File: src/rtl/rg_pkg.sv
// Shared definitions for the rg register-interface blocks: FSM encoding,
// serial idle level and the counter-width helper.
package rg_pkg;

  typedef enum logic [1:0] {
    ST_IDLE  = 2'd0,
    ST_SHIFT = 2'd1,
    ST_PAR   = 2'd2,
    ST_DONE  = 2'd3
  } state_t;

  localparam logic SDO_IDLE = 1'b1;

  // Bit-counter width for a W-bit word; never narrower than one bit.
  function automatic int cnt_w(input int w);
    return (w > 1) ? $clog2(w) : 1;
  endfunction

endpackage

File: src/rtl/rg_shreg.sv
// W-bit left-shift register with parallel load, shift and clock enable.
// Load has priority over shift; zeros enter at the LSB.
module rg_shreg #(
  parameter int W = 3
) (
  input  logic         clk,
  input  logic         rst,
  input  logic         en,
  input  logic         load,
  input  logic         shift,
  input  logic [W-1:0] d,
  output logic [W-1:0] q
);

  // NOTE: registers use non-blocking assignments so every flop samples
  // pre-edge values, independent of statement order between blocks.
  always_ff @(posedge clk or negedge rst) begin
    if (!rst) begin
      q <= '0;
    end else if (en) begin
      if (load) begin
        q <= d;
      end else if (shift) begin
        q <= q << 1;
      end
    end
  end

endmodule

File: src/rtl/rg_piso_tx.sv
// Parallel-in/serial-out transmitter, MSB first, framed by frame/done with a
// valid/ready parallel side. Define RG_PISO_PARITY_EN to append even parity.
module rg_piso_tx
  import rg_pkg::*;
#(
  parameter int W = 3
) (
  input  logic         clk,
  input  logic         rst,
  input  logic         en,
  input  logic [W-1:0] d,
  input  logic         valid,
  output logic         ready,
  output logic         sdo,
  output logic         frame,
  output logic         done
);

  localparam int              CNT_W    = cnt_w(W);
  localparam logic [CNT_W-1:0] CNT_LAST = CNT_W'(W - 1);

  state_t           state;
  state_t           state_nxt;
  logic [CNT_W-1:0] cnt;
  logic [W-1:0]     word;
  logic             accept;
  logic             shift;

  assign accept = valid & ready;
  assign shift  = (state == ST_SHIFT);

  rg_shreg #(.W(W)) u_shreg (
    .clk   (clk),
    .rst   (rst),
    .en    (en),
    .load  (accept),
    .shift (shift),
    .d     (d),
    .q     (word)
  );

  // The counter holds at zero; the FSM leaves SHIFT on that same edge.
  always_ff @(posedge clk or negedge rst) begin
    if (!rst) begin
      state <= ST_IDLE;
      cnt   <= '0;
    end else if (en) begin
      state <= state_nxt;
      if (accept) begin
        cnt <= CNT_LAST;
      end else if (shift && (cnt != '0)) begin
        cnt <= cnt - CNT_W'(1);
      end
    end
  end

`ifdef RG_PISO_PARITY_EN
  logic par;

  // Parity is frozen at accept so it matches the word actually sent.
  always_ff @(posedge clk or negedge rst) begin
    if (!rst) begin
      par <= 1'b0;
    end else if (en && accept) begin
      par <= ^d;
    end
  end
`endif

  // NOTE: every output and the next state get a default first, so no path
  // through the case leaves a signal unassigned and no latch is inferred.
  always_comb begin
    state_nxt = state;
    ready     = 1'b0;
    sdo       = SDO_IDLE;
    frame     = 1'b0;
    done      = 1'b0;
    case (state)
      ST_IDLE: begin
        ready = 1'b1;
        if (valid) begin
          state_nxt = ST_SHIFT;
        end
      end
      ST_SHIFT: begin
        frame = 1'b1;
        sdo   = word[W-1];
        if (cnt == '0) begin
`ifdef RG_PISO_PARITY_EN
          state_nxt = ST_PAR;
`else
          state_nxt = ST_DONE;
`endif
        end
      end
`ifdef RG_PISO_PARITY_EN
      ST_PAR: begin
        frame     = 1'b1;
        sdo       = par;
        state_nxt = ST_DONE;
      end
`endif
      ST_DONE: begin
        done      = 1'b1;
        state_nxt = ST_IDLE;
      end
      default: begin
        state_nxt = ST_IDLE;
      end
    endcase
  end

endmodule

File: config.mk
export PLATFORM = sky130hd
export DESIGN_NAME = rg_piso_tx
export DESIGN_NICKNAME = d
export VERILOG_FILES = /design/src/rtl/rg_pkg.sv /design/src/rtl/rg_shreg.sv /design/src/rtl/rg_piso_tx.sv
export SDC_FILE = /design/constraint.sdc
export NUM_CORES = 1
export LEC_CHECK = 0
export ABC_AREA = 1
export BUFFER_PORTS_ARGS = -buffer_cell sky130_fd_sc_hd__clkbuf_2
export CORE_AREA = 4 4 41 43
export CTS_BUF_LIST = sky130_fd_sc_hd__clkbuf_4 sky130_fd_sc_hd__clkbuf_8
export DETAILED_ROUTE_END_ITERATION = 7
export DIE_AREA = 0 0 45 47
export MAX_ROUTING_LAYER = met4
export SETUP_SLACK_MARGIN = 0.02
export SKIP_LAST_GASP = 1
export SLEW_MARGIN = 20
export SYNTH_ARGS = -nofsm -noshare
export SYNTH_HDL_FRONTEND = slang
export SYNTH_HIERARCHICAL = 1
export SYNTH_SLANG_ARGS = --single-unit
export TNS_END_PERCENT = 5
File: constraint.sdc
create_clock -name clk -period 1.2 [get_ports clk]
set_input_delay 0.18 -clock clk [delete_from_list [all_inputs] [get_ports clk]]
set_output_delay 0.18 -clock clk [all_outputs]
set_load 0.02 [all_outputs]
==> results.toml, run 1 <==
[outcome]
status = "complete, but fails checks"
violations = "negative setup slack"

[grt]
grt_pass1_vias = 368
grt_util_all_layers_pct = 10.4
grt_max_degree = 9
antenna_found_initial = 0
grt.overflow.total = 0
grt_pass1_wl_um = 1470

[place]
dp_hpwl_um = 667
post_dp_cell_area_um2 = 479
port_buffers = 10
place_ws_ns = 0.0466
gp_congestion = 0.618

[route]
via_per_inst = 4.36
via_count = 392
drc = 0
ant_nets = 0
drtIter0Drc = 7
wl_per_cell_um = 8.88
firstDrtPassIters = 3
routed_wl_um = 799

[timing]
tightest_slew_ns = 0.229
fin_skew_ns = 0.00239
min_period_ns = 1.31
finalSetupTns_ns = -0.325
fmax_mhz = 764
hold_viol = 0
final-setup-viol-count = 7
worst_slack_ns = -0.109
slew_viol_final = 0
min_period_over_period_pct = 109
rsz0062_at_grt = "true"
slew_headroom_pct = 84.6

[worst_setup_path]
reg2reg_to = "u_shreg/q[0]$_DFFE_PN0P_"
reg2regPathDepth = 7
cp-start-kind = "register"
required_ns = 1.02
end_kind = "output pin"
r2r_slack_ns = -0.03
arrival_ns = 1.13
crit_type = "register to output pin"
rr_startpoint = "state[1]$_DFFE_PN0P_"
crit_fanout = 3

[synthesis]
netlist_instances = 59
syn-num-nets = 67
ys_warn_count = 6
ys_ff_latch = 7
synth_area_leaders = "dfrtp_1 43%, nand2_1 24%, inv_1 9.1%"
syn_avg_cell_area_um2 = 6.96
synth_top_area_share_pct = 42.7
synth.distinct_cells = 12
synth.yosys.seq_area_share_pct = 42.7
synth_top_area_cell = "dfrtp_1"
netlist_area_um2 = 410

[die]
design.core.area_um2 = 1300
num_io_pins = 11
std_cell_rows = 13
die_x_um = 45
die_y_um = 47
dieArea_um2 = 2120
initial_core_util_pct = 31.5

[hold_path]
whs_path_depth = 3
hold_start = "d[0]"
hold_path.class = "primary input to register"
hold_path_end = "u_shreg/q[0]$_DFFE_PN0P_"

[flow_run]
cap_violations = 0

[cts]
h-tree-depth = 1
clk_latency_ns = 0.24
clockBufferDepth = 2
cts_buffers = 3
clkTransAtPathRegs_ns = 0.05
cts.sinks = 7
root_buffer = "clkbuf_4"
cts_tree = "built"

[finish]
fin_area_um2 = 541
syn2layout_area_growth_pct = 31.7
layout-drive-gt1-share_pct = 33.3
diodes = 0
nets = 84
utilization_pct = 41.5
fillers = 148

[power_and_ir_drop]
powerDensity_nw_per_um2 = 2520
ir_drop_mv = 0.915
p_leak_nw = 0.323
p_total_mw = 1.36
==> critical path: stages (launching register included) <==
cell and delay (ns):
dfrtp_2 0.41, inv_2 0.06, nand2_2 0.05, or2_1 0.21
clkbuf_8 0.15
==> registers in the layout, summed over array words and instances (netlist names) <==
register / cells
cnt: 2
state: 2
u_shreg/q: 3
==> cell families (layout without fill, tap and decap cells) <==
logic type | Yosys count | in the layout | share of synthesized area, %
AOI/OAI and AO/OA | 2 | 2 | 2.44
buffers and inverters | 10 | 26 | 9.15
DFF | 7 | 7 | 42.7
and+or+nand+nor | 39 | 39 | 42.7
adders and majority gates | 1 | 1 | 3.05
==> metal layers <==
layer	routed length, um	track usage, %	part of all wire, %
met5	0	-	0
met2	362	14.7	45
met3	56	3.45	7.0
met4	9	8.77	1.1
met1	370	11.9	46
==> cells in the final DEF (no fill, tap or decap), drive strengths merged <==
| master | count |
|---|---|
| or2 | 1 |
| buf | 1 |
| dlygate4sd3 | 1 |
| inv | 10 |
| nand4 | 2 |
| clkbuf | 14 |
| dfrtp | 7 |
| nor2 | 4 |
| ha | 1 |
| nand2 | 29 |
| o21ai | 2 |
| nand3 | 3 |
==> timing repair <==
action	CTS	global route
buffers inserted	1	0
hold endpoints to repair	7	0
gates resized for setup	6	0
pin swaps	0	0
hold buffers	1	0
setup endpoints to repair	3	9
==> worst max-delay path by stage <==
stage / startpoint / endpoint / cells after the start
2_1_floorplan: state[1]$_DFFE_PN0P_ / u_shreg/q[1]$_DFFE_PN0P_ / 8
3_3_place_gp: state[1]$_DFFE_PN0P_ / sdo / 4
3_5_place_dp: state[1]$_DFFE_PN0P_ / sdo / 4
4_1_cts: state[1]$_DFFE_PN0P_ / sdo / 4
5_1_grt: state[1]$_DFFE_PN0P_ / sdo / 4
6_report: state[1]$_DFFE_PN0P_ / sdo / 4
==> synth_stat cells, drive strengths merged <==
master  instances
dfrtp           7
nand3           3
nor2            4
or2             1
o21ai           2
inv            10
nand4           2
ha              1
nand2          29
==> area by class of cell <==
type | instances | area [um2] | area share [%]
clock buffers | 4 | 30.0 | 5.56
inverters | 10 | 37.5 | 6.94
multi-input cells | 42 | 200 | 37.0
flip-flops and latches | 7 | 178 | 32.9
well taps | 15 | 18.8 | 3.47
repair buffers | 12 | 76.3 | 14.1
==> stage by stage <==
step                hold WS (ns)  instances
detailed placement        0.0328         84
global placement          0.0317         84
global route               0.172         90
finish                     0.171         90
CTS                        0.163         90
floorplan                 -0.116         59
==> where the power goes <==
| group | internal [mW] | switching [mW] | total (mW) |
|---|---|---|---|
| Clock | 0.149 | 0.0825 | 0.232 |
| Sequential | 0.342 | 0.0755 | 0.418 |
| Combinational | 0.285 | 0.427 | 0.712 |
| Total | 0.776 | 0.585 | 1.36 |
Power figures use the tool's default switching activity.
==> run 2, diff against run 1 <==
Settings changed: CELL_PAD_IN_SITES_DETAIL_PLACEMENT set to 1, CELL_PAD_IN_SITES_GLOBAL_PLACEMENT set to 1, PLACE_DENSITY_LB_ADDON set to 0.1.
==> results.toml, run 2 (synthesized netlist as in run 1, its figures left out) <==
[cts]
cts.sinks = 7
clk_latency_ns = 0.27
h-tree-depth = 1
clockBufferDepth = 2
cts_tree = "built"
clkTransAtPathRegs_ns = 0.07
root_buffer = "clkbuf_4"
cts_buffers = 3

[worst_setup_path]
r2r_slack_ns = -0.06
startpoint = "state[1]$_DFFE_PN0P_"
crit_type = "register to output pin"
rr_startpoint = "state[0]$_DFFE_PN0P_"
required_ns = 1.02
cp-start-kind = "register"
end_kind = "output pin"
crit_fanout = 3
arrival_ns = 1.16
reg2regPathDepth = 9
reg2reg_to = "u_shreg/q[2]$_DFFE_PN0P_"

[timing]
final-setup-viol-count = 7
hold_viol = 0
tightest_slew_ns = 0.215
slew_headroom_pct = 85.6
fmax_mhz = 744
min_period_ns = 1.34
min_period_over_period_pct = 112
worst_slack_ns = -0.144
finalSetupTns_ns = -0.650
rsz0062_at_grt = "true"
slew_viol_final = 0
fin_skew_ns = 0.0114

[route]
wl_per_cell_um = 11.6
via_per_inst = 4.47
via_count = 420
ant_nets = 0
routed_wl_um = 1090
firstDrtPassIters = 2
drtIter0Drc = 5
drc = 0

[die]
initial_core_util_pct = 31.5
die_y_um = 47
num_io_pins = 11
dieArea_um2 = 2120
std_cell_rows = 13
die_x_um = 45
design.core.area_um2 = 1300

[grt]
grt_pass1_wl_um = 1980
grt.overflow.total = 0
antenna_found_initial = 0
grt_max_degree = 9
grt_pass1_vias = 433
grt_util_all_layers_pct = 15.1

[place]
port_buffers = 10
gp_congestion = 0.725
place_inst = 86
dp_hpwl_um = 779
place_ws_ns = 0.0110

[finish]
largestRegisters = "u_shreg/q (3), cnt (2), state (2)"
layout_common_cells = "25 x nand2_1, 8 x inv_1, 8 x clkbuf_2, 6 x dfrtp_1"
syn2layout_area_growth_pct = 45.4
layout-drive-gt1-share_pct = 35.4
nets = 88
largest_reg_flops = 3
fillers = 168
final_common_cell = "nand2_1"
final_cells = 94
regMostFlops = "u_shreg/q"
diodes = 0
utilization_pct = 45.9

[power_and_ir_drop]
ir_drop_mv = 0.973
powerDensity_nw_per_um2 = 2640
p_leak_nw = 0.352
p_total_mw = 1.58

[outcome]
violations = "negative setup slack"
status = "complete, but fails checks"

[hold_path]
hold_path_end = "u_shreg/q[0]$_DFFE_PN0P_"
hold_path.class = "primary input to register"
whs_path_depth = 3
hold_start = "d[0]"

[flow_run]
cap_violations = 0
==> run 2: cell types whose count changed in the layout (fill, tap and decap cells not counted), sizes merged <==
cell,before,now
buf,1,5
==> run 2: stage by stage <==
step,hold WS (ns),instance area [um2]
6_report,0.149,597
3_5_place_dp,0.0393,494
4_1_cts,0.158,594
3_3_place_gp,0.0369,494
2_1_floorplan,-0.116,410
5_1_grt,0.145,597
==> run 2: worst max-delay path by stage <==
| stage | slack [ns] | to | cells after the start |
|---|---|---|---|
| after floorplan | 0.04 | u_shreg/q[1]$_DFFE_PN0P_ | 8 |
| after global placement | 0.07 | u_shreg/q[2]$_DFFE_PN0P_ | 8 |
| after detailed placement | 0.01 | u_shreg/q[2]$_DFFE_PN0P_ | 8 |
| after CTS | -0.14 | sdo | 4 |
| after global routing | -0.21 | sdo | 4 |
| final | -0.14 | done | 5 |
==> run 2: area by class of cell <==
cell class / count / area, um2 / area share, %
Clock buffer: 4 / 30.0 / 5.03
Inverter: 10 / 40.0 / 6.71
Multi-Input combinational cell: 42 / 200 / 33.5
Sequential cell: 7 / 176 / 29.6
Tap cell: 15 / 18.8 / 3.14
Timing Repair Buffer: 16 / 131 / 22.0
==> run 2: metal layers <==
layer	global-route usage [%]	wire, um	vias up
met3	5.75	47	4
met5	-	0	-
li1	-	-	219
met2	19.5	509	8
met4	14.0	55	0
met1	17.6	480	189
==> run 2: where the power goes <==
group | internal [mW] | switching [mW]
Sequential | 0.340 | 0.0735
Clock | 0.151 | 0.112
Combinational | 0.411 | 0.490
Total | 0.902 | 0.675
==> run 2: worst max-delay path, stage by stage (launching register included) <==
cell      delay (ns)
dfrtp_1         0.40
buf_6           0.13
buf_4           0.13
nand2_1         0.05
inv_1           0.04
clkbuf_8        0.14
==> run 2: timing repair <==
action / CTS / global route
gates resized for setup: 8 / 1
hold buffers: 1 / 0
gates cloned: 0 / 0
hold endpoints to repair: 7 / 0
pin swaps: 0 / 0
setup endpoints to repair: 7 / 11
buffers inserted: 3 / 0
==> run 3, diff against run 2 <==
Clock period 1.2 ns to 1.3 ns, I/O delays scaled along.
==> results.toml, run 3 (synthesized netlist as in run 1, its figures left out) <==
[timing]
final-setup-viol-count = 2
hold_viol = 0
worst_slack_ns = -0.0484
tightest_slew_ns = 0.268
rsz0062_at_grt = "true"
finalSetupTns_ns = -0.0915
min_period_ns = 1.35
holdWs_ns = 0.189
fin_skew_ns = 0.00207
slew_headroom_pct = 82.0
fmax_mhz = 742
min_period_over_period_pct = 104
slew_viol_final = 0

[finish]
syn2layout_area_growth_pct = 38.4
diodes = 0
final_cells = 92
regMostFlops = "u_shreg/q"
final_common_cell = "nand2_1"
utilization_pct = 43.7
largest_reg_flops = 3
largestRegisters = "u_shreg/q (3), cnt (2), state (2)"
nets = 86
layout_common_cells = "24 x nand2_1, 8 x clkbuf_2, 7 x inv_1, 7 x dfrtp_1, 5 x nand2_2"
fillers = 171
layout-drive-gt1-share_pct = 35.1

[place]
place_inst = 85
dp_hpwl_um = 769
port_buffers = 10
gp_congestion = 0.737

[worst_setup_path]
r2r_slack_ns = 0.06
worst_path_dominant_cell_family = "flip-flops"
required_ns = 1.11
end_kind = "output pin"
max_stage_delay_ns = 0.40
rr_startpoint = "state[0]$_DFFE_PN0P_"
reg2regPathDepth = 7
arrival_ns = 1.15
startpoint = "state[1]$_DFFE_PN0P_"
crit_fanout = 3
critPathBufInv = 2
worstSetupPathDepth = 4
slowest_stage = "dfrtp_1"
crit_type = "register to output pin"
path_cells = "inv_2 > nand2_2 > or2_1 > clkbuf_8"
cp-start-kind = "register"

[route]
wl_per_cell_um = 10.8
via_count = 416
drc = 0
ant_nets = 0
routed_wl_um = 992
firstDrtPassIters = 2
via_per_inst = 4.52
drtIter0Drc = 1

[power_and_ir_drop]
p_leak_nw = 0.337
ir_drop_mv = 0.917
p_total_mw = 1.35
powerDensity_nw_per_um2 = 2370

[grt]
grt.overflow.total = 0
grt_pass1_vias = 420
grt_max_degree = 9
grt_util_all_layers_pct = 13.3
antenna_found_initial = 0
grt_pass1_wl_um = 1780

[die]
num_io_pins = 11
design.core.area_um2 = 1300
dieArea_um2 = 2120
std_cell_rows = 13
die_x_um = 45
initial_core_util_pct = 31.5
die_y_um = 47

[cts]
root_buffer = "clkbuf_4"
cts_buffers = 3
h-tree-depth = 1
clkTransAtPathRegs_ns = 0.05
clk_latency_ns = 0.25
clockBufferDepth = 2
cts_tree = "built"
cts.sinks = 7

[outcome]
violations = "negative setup slack"
status = "complete, but fails checks"

[hold_path]
hold_path.class = "primary input to register"
whs_path_depth = 3
hold_start = "d[0]"

[flow_run]
cap_violations = 0
run 3: report_power, final:
| part | total, mW | internal, mW | switching (mW) |
|---|---|---|---|
| registers | 0.368 | 0.311 | 0.0571 |
| logic | 0.762 | 0.314 | 0.448 |
| clock network | 0.216 | 0.138 | 0.0782 |
| total | 1.35 | 0.764 | 0.583 |
run 3: repair_timing:
item	CTS	global route
hold buffers	1	0
endpoints found under the hold margin	7	0
buffers inserted	2	0
endpoints found under the setup margin	2	7
resized for setup	7	3
run 3: path summary, 6_finish.rpt:
path / end
max: sdo
min reg2reg: u_shreg/q[0]$_DFFE_PN0P_
max in group asynchronous: state[0]$_DFFE_PN0P_
max reg2reg: u_shreg/q[0]$_DFFE_PN0P_
min in group asynchronous: cnt[0]$_DFFE_PN0P_
min: u_shreg/q[0]$_DFFE_PN0P_
run 3: metal layers:
layer	global-route usage (%)	share of wire [%]	vias to the layer above	routed length, um
li1	-	-	214	-
met1	14.5	43	189	423
met2	19.5	49	8	488
met3	6.90	5.8	5	58
met4	7.02	2.1	0	21
met5	-	0	-	0
run 3: final cells by class:
type	count	area [um2]	area share (%)
inverter	10	37.5	6.61
sequential	7	175	30.8
multi-input combinational	42	203	35.7
tap	15	18.8	3.30
timing repair buffer	14	104	18.3
clock buffer	4	30.0	5.29
run 3: worst min-delay path: stages:
cell and delay, ns:
clkbuf_2 0.08, nand3_1 0.07, nand2_1 0.05
run 3: per-stage QoR:
step	worst slack (ns)	cell area, um2
3_5_place_dp	0.0932	487
4_1_cts	-0.0497	566
5_1_grt	-0.117	568
3_3_place_gp	0.108	487
6_report	-0.0484	568
2_1_floorplan	0.0961	410
